[src/rtl/reset_seq_pkg.sv]
// Shared types and constants for the reset sequencer: FSM state encoding,
// default timing parameters and the hold/stagger counter width.
package reset_seq_pkg;

  typedef enum logic [1:0] {
    ST_IDLE    = 2'd0,
    ST_ASSERT  = 2'd1,
    ST_RELEASE = 2'd2
  } state_e;

  localparam int DEF_NUM_CH      = 4;
  localparam int DEF_HOLD_CYC    = 8;
  localparam int DEF_STAGGER_CYC = 2;
  localparam int CNT_W           = $clog2(256);

endpackage

[src/rtl/reset_seq_cnt.sv]
// Non-wrapping down-counter shared by the hold and stagger phases of reset_seq.
// A load takes priority over a decrement; decrementing at zero holds zero.
module reset_seq_cnt
  import reset_seq_pkg::*;
#(
  parameter int W = CNT_W
) (
  input  logic         clk,
  input  logic         reset,
  input  logic         load,
  input  logic [W-1:0] load_val,
  input  logic         dec,
  output logic         zero
);
  logic [W-1:0] cnt_q, cnt_d;

  always_comb begin
    cnt_d = cnt_q;
    if (load) begin
      cnt_d = load_val;
    end else if (dec && (cnt_q != '0)) begin
      cnt_d = cnt_q - W'(1);
    end
  end

  always_ff @(posedge clk or negedge reset) begin
    if (!reset) cnt_q <= '0;
    else        cnt_q <= cnt_d;
  end

  assign zero = (cnt_q == '0);
endmodule

[src/rtl/reset_seq.sv]
// Staggered per-channel reset sequencer with power-on and retrigger sequences.
// Optional saturating completed-sequence counter when RESET_SEQ_COUNT_EN is defined.
module reset_seq
  import reset_seq_pkg::*;
#(
  parameter int NUM_CH      = DEF_NUM_CH,
  parameter int HOLD_CYC    = DEF_HOLD_CYC,
  parameter int STAGGER_CYC = DEF_STAGGER_CYC
) (
  input  logic              clk,
  input  logic              reset,
  input  logic              trig_req,
  input  logic [NUM_CH-1:0] ch_mask,
  output logic              trig_ack,
  output logic [NUM_CH-1:0] rst_out,
  output logic              busy,
  output logic              done,
  output state_e            state_dbg
`ifdef RESET_SEQ_COUNT_EN
  ,
  output logic [15:0]       seq_count
`endif
);
  localparam logic [CNT_W-1:0] HOLD_LD = CNT_W'(HOLD_CYC - 1);
  localparam logic [CNT_W-1:0] STAG_LD = (STAGGER_CYC == 0) ? '0 : CNT_W'(STAGGER_CYC - 1);

  state_e            state_q, state_d;
  logic [NUM_CH-1:0] act_q, act_d;
  logic [NUM_CH-1:0] rst_q, rst_d;
  logic              ack_q, ack_d;
  logic              done_q, done_d;
  logic              loaded_q, loaded_d;
  logic              cnt_load, cnt_dec, cnt_zero;
  logic [CNT_W-1:0]  cnt_val;
  logic [NUM_CH-1:0] low_bit, rel_mask;

  reset_seq_cnt #(.W(CNT_W)) u_cnt (
    .clk      (clk),
    .reset    (reset),
    .load     (cnt_load),
    .load_val (cnt_val),
    .dec      (cnt_dec),
    .zero     (cnt_zero)
  );

  assign low_bit  = act_q & (~act_q + NUM_CH'(1));
  assign rel_mask = (STAGGER_CYC == 0) ? act_q : low_bit;

  always_comb begin
    state_d  = state_q;
    act_d    = act_q;
    rst_d    = rst_q;
    ack_d    = 1'b0;
    done_d   = 1'b0;
    loaded_d = loaded_q;
    cnt_load = 1'b0;
    cnt_val  = HOLD_LD;
    cnt_dec  = 1'b0;
    case (state_q)
      ST_IDLE: begin
        if (trig_req) begin
          ack_d = 1'b1;
          if (ch_mask != '0) begin
            act_d    = ch_mask;
            rst_d    = rst_q | ch_mask;
            state_d  = ST_ASSERT;
            cnt_load = 1'b1;
            loaded_d = 1'b1;
          end
        end
      end
      ST_ASSERT: begin
        // Coming out of reset the hold count has not been loaded yet; the
        // first edge after release loads it so power-on holds as long as a retrigger.
        if (!loaded_q) begin
          cnt_load = 1'b1;
          loaded_d = 1'b1;
        end else if (cnt_zero) begin
          rst_d    = rst_q & ~rel_mask;
          act_d    = act_q & ~rel_mask;
          state_d  = ST_RELEASE;
          cnt_load = 1'b1;
          cnt_val  = STAG_LD;
          loaded_d = 1'b0;
        end else begin
          cnt_dec = 1'b1;
        end
      end
      ST_RELEASE: begin
        if (act_q == '0) begin
          state_d  = ST_IDLE;
          done_d   = 1'b1;
          cnt_load = 1'b1;
          cnt_val  = '0;
        end else if (cnt_zero) begin
          rst_d    = rst_q & ~rel_mask;
          act_d    = act_q & ~rel_mask;
          cnt_load = 1'b1;
          cnt_val  = STAG_LD;
        end else begin
          cnt_dec = 1'b1;
        end
      end
      default: state_d = ST_IDLE;
    endcase
  end

  always_ff @(posedge clk or negedge reset) begin
    if (!reset) begin
      state_q  <= ST_ASSERT;
      act_q    <= '1;
      rst_q    <= '1;
      ack_q    <= 1'b0;
      done_q   <= 1'b0;
      loaded_q <= 1'b0;
    end else begin
      state_q  <= state_d;
      act_q    <= act_d;
      rst_q    <= rst_d;
      ack_q    <= ack_d;
      done_q   <= done_d;
      loaded_q <= loaded_d;
    end
  end

  assign trig_ack  = ack_q;
  assign rst_out   = rst_q;
  assign busy      = (state_q != ST_IDLE);
  assign done      = done_q;
  assign state_dbg = state_q;

`ifdef RESET_SEQ_COUNT_EN
  logic [15:0] seq_q, seq_d;

  always_comb begin
    seq_d = seq_q;
    if (done_d && (seq_q != 16'hFFFF)) seq_d = seq_q + 16'd1;
  end

  always_ff @(posedge clk or negedge reset) begin
    if (!reset) seq_q <= '0;
    else        seq_q <= seq_d;
  end

  assign seq_count = seq_q;
`endif
endmodule

[config.mk]
export PLATFORM = sky130hd
export DESIGN_NAME = reset_seq
export DESIGN_NICKNAME = d
export VERILOG_FILES = /design/src/rtl/reset_seq_pkg.sv /design/src/rtl/reset_seq_cnt.sv /design/src/rtl/reset_seq.sv
export SDC_FILE = /design/constraint.sdc
export NUM_CORES = 1
export LEC_CHECK = 0
export CAP_MARGIN = 20
export CORE_MARGIN = 2
export CORE_UTILIZATION = 57
export CTS_BUF_LIST = sky130_fd_sc_hd__clkbuf_8
export DETAILED_ROUTE_END_ITERATION = 10
export GPL_TIMING_DRIVEN = 0
export PLACE_DENSITY = 0.82
export SLEW_MARGIN = 10
export SYNTH_ARGS = -nofsm -noshare
export SYNTH_HDL_FRONTEND = slang
export SYNTH_SLANG_ARGS = --single-unit
[constraint.sdc]
create_clock -name clk -period 2.7 [get_ports clk]
set_clock_uncertainty 0.2 [all_clocks]
set_input_delay 0.54 -clock clk [delete_from_list [all_inputs] [get_ports clk]]
set_output_delay 0.54 -clock clk [all_outputs]
set_load 0.02 [all_outputs]
==> results.cfg, run 1 <==
[route]
drt_iter0_drc = 18
vias_per_cell = 5.71
vias = 953
wl_per_cell_um = 15.4
drc_errors = 0
routed_wl_um = 2570
drtPass1Iterations = 4
ant_nets = 0

[flow_run]
drv_cap = 0

[final_layout]
area.growth.synth_to_final_pct = 19.3
stdcell_count = 167
nets = 154
final_cell_mix = 15 x clkdlybuf4s50_1, 12 x dfrtp_1, 10 x o21ai_0
num_antenna_cells = 0
drive_above_1_share_pct = 23.7
layout_commonest_cell = clkdlybuf4s50_1

[logic_synthesis]
syn_nets = 134
yosysWarnings = 0
synth_area_leaders = dfrtp_1 24%, dfstp_2 19%, ha_1 6.9%, o21ai_0 4.0%, a21oi_1 3.2%
syn_area_um2 = 1260
synth.distinct_cells = 45
syn_avg_cell_area_um2 = 10.5
ys_seq_elements = 21
synth-seq-area-share_pct = 42.5
synth-edff-count = 0
synth_top_area_share_pct = 23.8
ys.flop_type = dfrtp_1
async_flop_share_pct = 100
synth_top_area_cell = dfrtp_1
syn_inst = 120

[hold_path]
hp-class = reg2reg
hold_depth = 2

[pwr]
swShare_pct = 43.6
leakagePower_nw = 0.631
p_int_mw = 1.03
clkPwrFrac_pct = 11.0
p_seq_share_pct = 32.7
power_density_nw_per_um2 = 1210
p_comb_share_pct = 56.3
peakVddDrop_v = 0.000830
switchingPower_mw = 0.794

[placed_design]
place.port_buffers = 15
dp.cells = 163
dp_hpwl_um = 1910
gp_congestion = 0.857

[clock_network]
clock_tree.buffer_depth = 2
clk_pin_slew_worst_paths_ps = 70
clk_latency_ps = 260
clockRootBuffer = clkbuf_8
tritoncts = built
htreeDepth = 1
cts_buffers = 3
clock_sinks = 21
hold_buffers = 0

[floorplanning]
row_count = 17
initial_core_util_pct = 58.8
design.die.area_um2 = 2610
die_h_um = 51.1
die_x_um = 51.1
pin_count = 16
core_area_um2 = 2150

[timing]
fin_crit_sh_pct = 96.0
fin_crit_ps = 2590
setup_tns_ps = 0
rsz0062_at_grt = no
worstMarginPinSlew_ps = 901
relSlewSlack_pct = 39.7
timing.fmax_ghz = 0.386
hold_viol = 0
drv_slew = 0
setup_violations = 0

[setup_path]
crit_chain = inv_1 > ha_2 > inv_1 > a221o_1 > or4_4 > xor2_1 > nor2_2
cp_max_fo = 8
critPathMaxStageDelay_ps = 570
setup.worst_path.class = reg2reg
cp-start-kind = flip-flop
crit_required_ps = 2640
reg2reg_depth = 7
end_kind = flip-flop
r2r_slack_ps = 110
crit_path_frequent_cell = inv_1
cp.arrival_ps = 2540
slowest_stage = dfstp_2

[grt]
met2_usage_pct = 36.8
grtUsageMet3_pct = 5.26
grt_antenna_before_repair = 0
grtUsageTotal_pct = 22.1
grt_pass1_vias = 946
grt_pass1_wl_um = 4260
use_met1_pct = 28.9
grt_overflow = 0
grt_max_degree = 22
gr-max-usage-layer = met2

[status]
status = complete, no violations
==> final cells by class <==
class                      instances  area [µm²]
buffer                             2        10.0
clock buffer                       3        41.3
clock inverter                     1        3.75
fill                             169         642
inverter                           6        22.5
multi-input combinational         91         707
sequential                        21         537
tap                               28        35.0
timing repair buffer              15         150
==> worst paths after layout <==
path,startpoint,to
setup / recovery,state_dbg[0]$_DFFE_PN1P_,u_cnt.cnt_q[7]$_DFFE_PN0P_
hold / removal,rst_out[3]$_DFFE_PN1P_,rst_out[3]$_DFFE_PN1P_
setup reg to reg,state_dbg[0]$_DFFE_PN1P_,u_cnt.cnt_q[7]$_DFFE_PN0P_
hold reg to reg,rst_out[3]$_DFFE_PN1P_,rst_out[3]$_DFFE_PN1P_
max in group asynchronous,reset,u_cnt.cnt_q[4]$_DFFE_PN0P_
min in group asynchronous,reset,done$_DFF_PN0_
==> stage by stage <==
| step | instance area [µm²] | setup WS, ps | total power, mW | utilization [%] | hold slack [ps] |
|---|---|---|---|---|---|
| floorplan | 1260 | 149 | 1.30 | - | 44.4 |
| global placement | 1450 | -81.3 | 1.55 | 67.4 | 294 |
| detailed placement | 1450 | -136 | 1.60 | 67.4 | 312 |
| CTS | 1500 | 30.7 | 1.81 | 69.8 | 324 |
| global route | 1510 | 3.33 | 1.95 | 70.1 | 355 |
| finish | 1510 | 107 | 1.82 | 70.1 | 323 |
==> registers in the layout, indices dropped and copies added (netlist names) <==
name and flops:
state_dbg 2, rst_out 4, loaded_q 1, done 1, u_cnt.cnt_q 8, act_q 4
trig_ack 1
==> cells by family after synthesis <==
family | Yosys count | share of synthesized area (%)
mux | 4 | 3.47
compound gates | 35 | 21.8
xor+xnor | 7 | 4.86
flops | 21 | 42.5
fa+ha+maj | 7 | 6.94
simple gates | 38 | 17.8
buf+inv | 8 | 2.58
==> metal layers <==
metal,wire (µm),up-vias
met4,34,0
met1,1180,455
met5,0,-
met2,1260,17
met3,88,5
li1,-,476
==> what timing repair did <==
item | in CTS | in global routing
resized for setup | 1 | 2
gates cloned | 0 | 0
setup endpoints to repair | 3 | 3
setup buffers | 0 | 0
endpoints found under the hold margin | 0 | 0
==> cell usage after synthesis, types with 2 or more instances <==
cell type  count
dfstp_2        9
and2_1         2
nor3b_1        2
nand3_1        3
a22o_1         2
dfrtp_1       12
a21oi_1        8
xor2_1         3
ha_1           7
buf_2          2
nand2_1        9
inv_1          6
mux2_2         3
o21ai_0       10
nor2_1         9
xnor2_1        4
==> worst max-delay path: cells and delay by family (launching register included) <==
family / cells / cell delay (ps)
xor gates and xnor gates: 1 / 170
adders and majority gates: 1 / 410
and+or+nand+nor: 2 / 540
buffers and inverters: 2 / 250
AOI/OAI and AO/OA: 1 / 330
DFF: 1 / 570
==> power groups by stage <==
| stage | clock (mW) | combinational (mW) | sequential [mW] |
|---|---|---|---|
| finish | 0.200 | 1.02 | 0.596 |
| global route | 0.219 | 1.12 | 0.613 |
| CTS | 0.198 | 1.02 | 0.594 |
| detailed placement | 0 | 1.00 | 0.598 |
| global placement | 0 | 0.959 | 0.590 |
| floorplan | 0 | 0.671 | 0.633 |
Note: power is estimated with default switching activity, not from simulation.
==> inputs of run 2 (changes only) <==
CORE_UTILIZATION = 65   (was 57)
DONT_BUFFER_PORTS = 1   (was unset)
PLACE_DENSITY = 0.81   (was 0.82)
SKIP_LAST_GASP = 1   (was unset)
==> run 2 against run 1 <==
  * Cell area down 9.1%
  * Highest routed layer unchanged
  * Power shrank 4.4%
  * Largest cell class unchanged
  * Combinational power shrank 14%
  * Critical endpoint unchanged
  * Global-route usage is 2.7 points higher
  * Non-clock buffer count shrank 13
  * Critical path type unchanged
==> results.cfg, run 2 (synthesized netlist as in run 1, its figures left out) <==
[status]
status = complete, no violations

[final_layout]
drive_above_1_share_pct = 27.8
largest_reg_flops = 8
fin_area_um2 = 1370
nets = 141
finish.utilization_pct = 76.8
final_cell_mix = 12 x dfrtp_1, 10 x o21ai_0, 9 x nand2_1, 9 x nor2_1, 9 x dfstp_2
num_antenna_cells = 0
fill_cells = 116
area.growth.synth_to_final_pct = 8.52
stdcell_count = 151
layout_commonest_cell = dfrtp_1
largest_register = u_cnt.cnt_q

[route]
wl_per_cell_um = 16.1
vias_per_cell = 6.25
drtPass1Iterations = 4
vias = 943
drc_errors = 0
drt_iter0_drc = 17
ant_nets = 0
routed_wl_um = 2440

[placed_design]
dp.cells = 145
gp_congestion = 0.833
placed_area_um2 = 1290
place_ws_ps = -202
dp_hpwl_um = 1810
place.port_buffers = 0

[floorplanning]
die_x_um = 48.1
row_count = 15
core_area_um2 = 1780
design.die.area_um2 = 2310
pin_count = 16
initial_core_util_pct = 70.8
die_h_um = 48.1

[setup_path]
crit_required_ps = 2650
cp_max_fo = 8
cp-start-kind = flip-flop
end_kind = flip-flop
setup.worst_path.class = reg2reg
cp.arrival_ps = 2590

[grt]
grt_max_degree = 22
grt_antenna_before_repair = 0
grt_overflow = 0
grt_pass1_wl_um = 3900
grtUsageTotal_pct = 24.8
grt_pass1_vias = 884

[pwr]
power_density_nw_per_um2 = 1270
leakagePower_nw = 0.580
peakVddDrop_v = 0.00101
p_total_mw = 1.74

[clock_network]
clk_latency_ps = 260
clock_tree.buffer_depth = 2
htreeDepth = 1
tritoncts = built
clock_sinks = 21
clockRootBuffer = clkbuf_8
clk_pin_slew_worst_paths_ps = 80
cts_buffers = 3

[timing]
setup_violations = 0
worstMarginPinSlew_ps = 955
hold_viol = 0
fin_crit_sh_pct = 97.9
relSlewSlack_pct = 36.1
setup_tns_ps = 0
fin_crit_ps = 2640
timing.fmax_ghz = 0.378
rsz0062_at_grt = yes
whs_ps = 220
worst_slack_ps = 56.5
drv_slew = 0

[flow_run]
drv_cap = 0

[hold_path]
hp-class = in2reg
run 2: cell type report:
cell class	instances	area [µm²]	share of cell area [%]
flip-flops and latches	21	537	39.2
plain buffers	2	10.0	0.731
repair buffers	2	17.5	1.28
multi-input cells	91	707	51.6
clock inverters	1	3.75	0.274
well taps	25	31.3	2.28
inverters	6	22.5	1.64
clock buffers	3	41.3	3.01
run 2: final timing paths:
kind / start / to / slack [ps] / cells past startpoint
worst max-delay path: state_dbg[0]$_DFFE_PN1P_ / u_cnt.cnt_q[7]$_DFFE_PN0P_ / 60 / 7
worst min-delay path: ch_mask[2] / act_q[2]$_DFFE_PN1P_ / 220 / 1
worst max register to register: state_dbg[0]$_DFFE_PN1P_ / u_cnt.cnt_q[7]$_DFFE_PN0P_ / 60 / 7
worst min register to register: rst_out[3]$_DFFE_PN1P_ / rst_out[3]$_DFFE_PN1P_ / 370 / 2
max in group asynchronous: reset / loaded_q$_DFFE_PN0P_ / 1050 / 1
min in group asynchronous: reset / u_cnt.cnt_q[5]$_DFFE_PN0P_ / 670 / 1
run 2: where the power goes:
group	leakage, nW	switching (mW)	internal (mW)
sequential	0.246	0.186	0.474
combinational	0.307	0.499	0.378
clock	0.0269	0.101	0.101
total	0.580	0.787	0.954
run 2: critical path, cell delays in order, from the launching register on:
cell and delay (ps):
dfstp_2 640, inv_1 110, ha_2 430, inv_2 110
a221o_1 320, or4_4 490, xor2_1 190, nor2_2 40
run 2: metal layers:
metal  vias to the layer above  track usage, %  wire length [µm]
met2                        29            39.2              1160
met3                         7            4.15                97
li1                        444               -                 -
met5                         -               0                 0
met1                       463            33.1              1130
met4                         0            11.4                55
run 2: timing repair:
action                                  CTS  global route
hold buffers                              1             0
endpoints found under the hold margin    21             0
buffers inserted                          0             1
endpoints found under the setup margin    5             6
gates resized for setup                   3             1
pin swaps                                 0             1
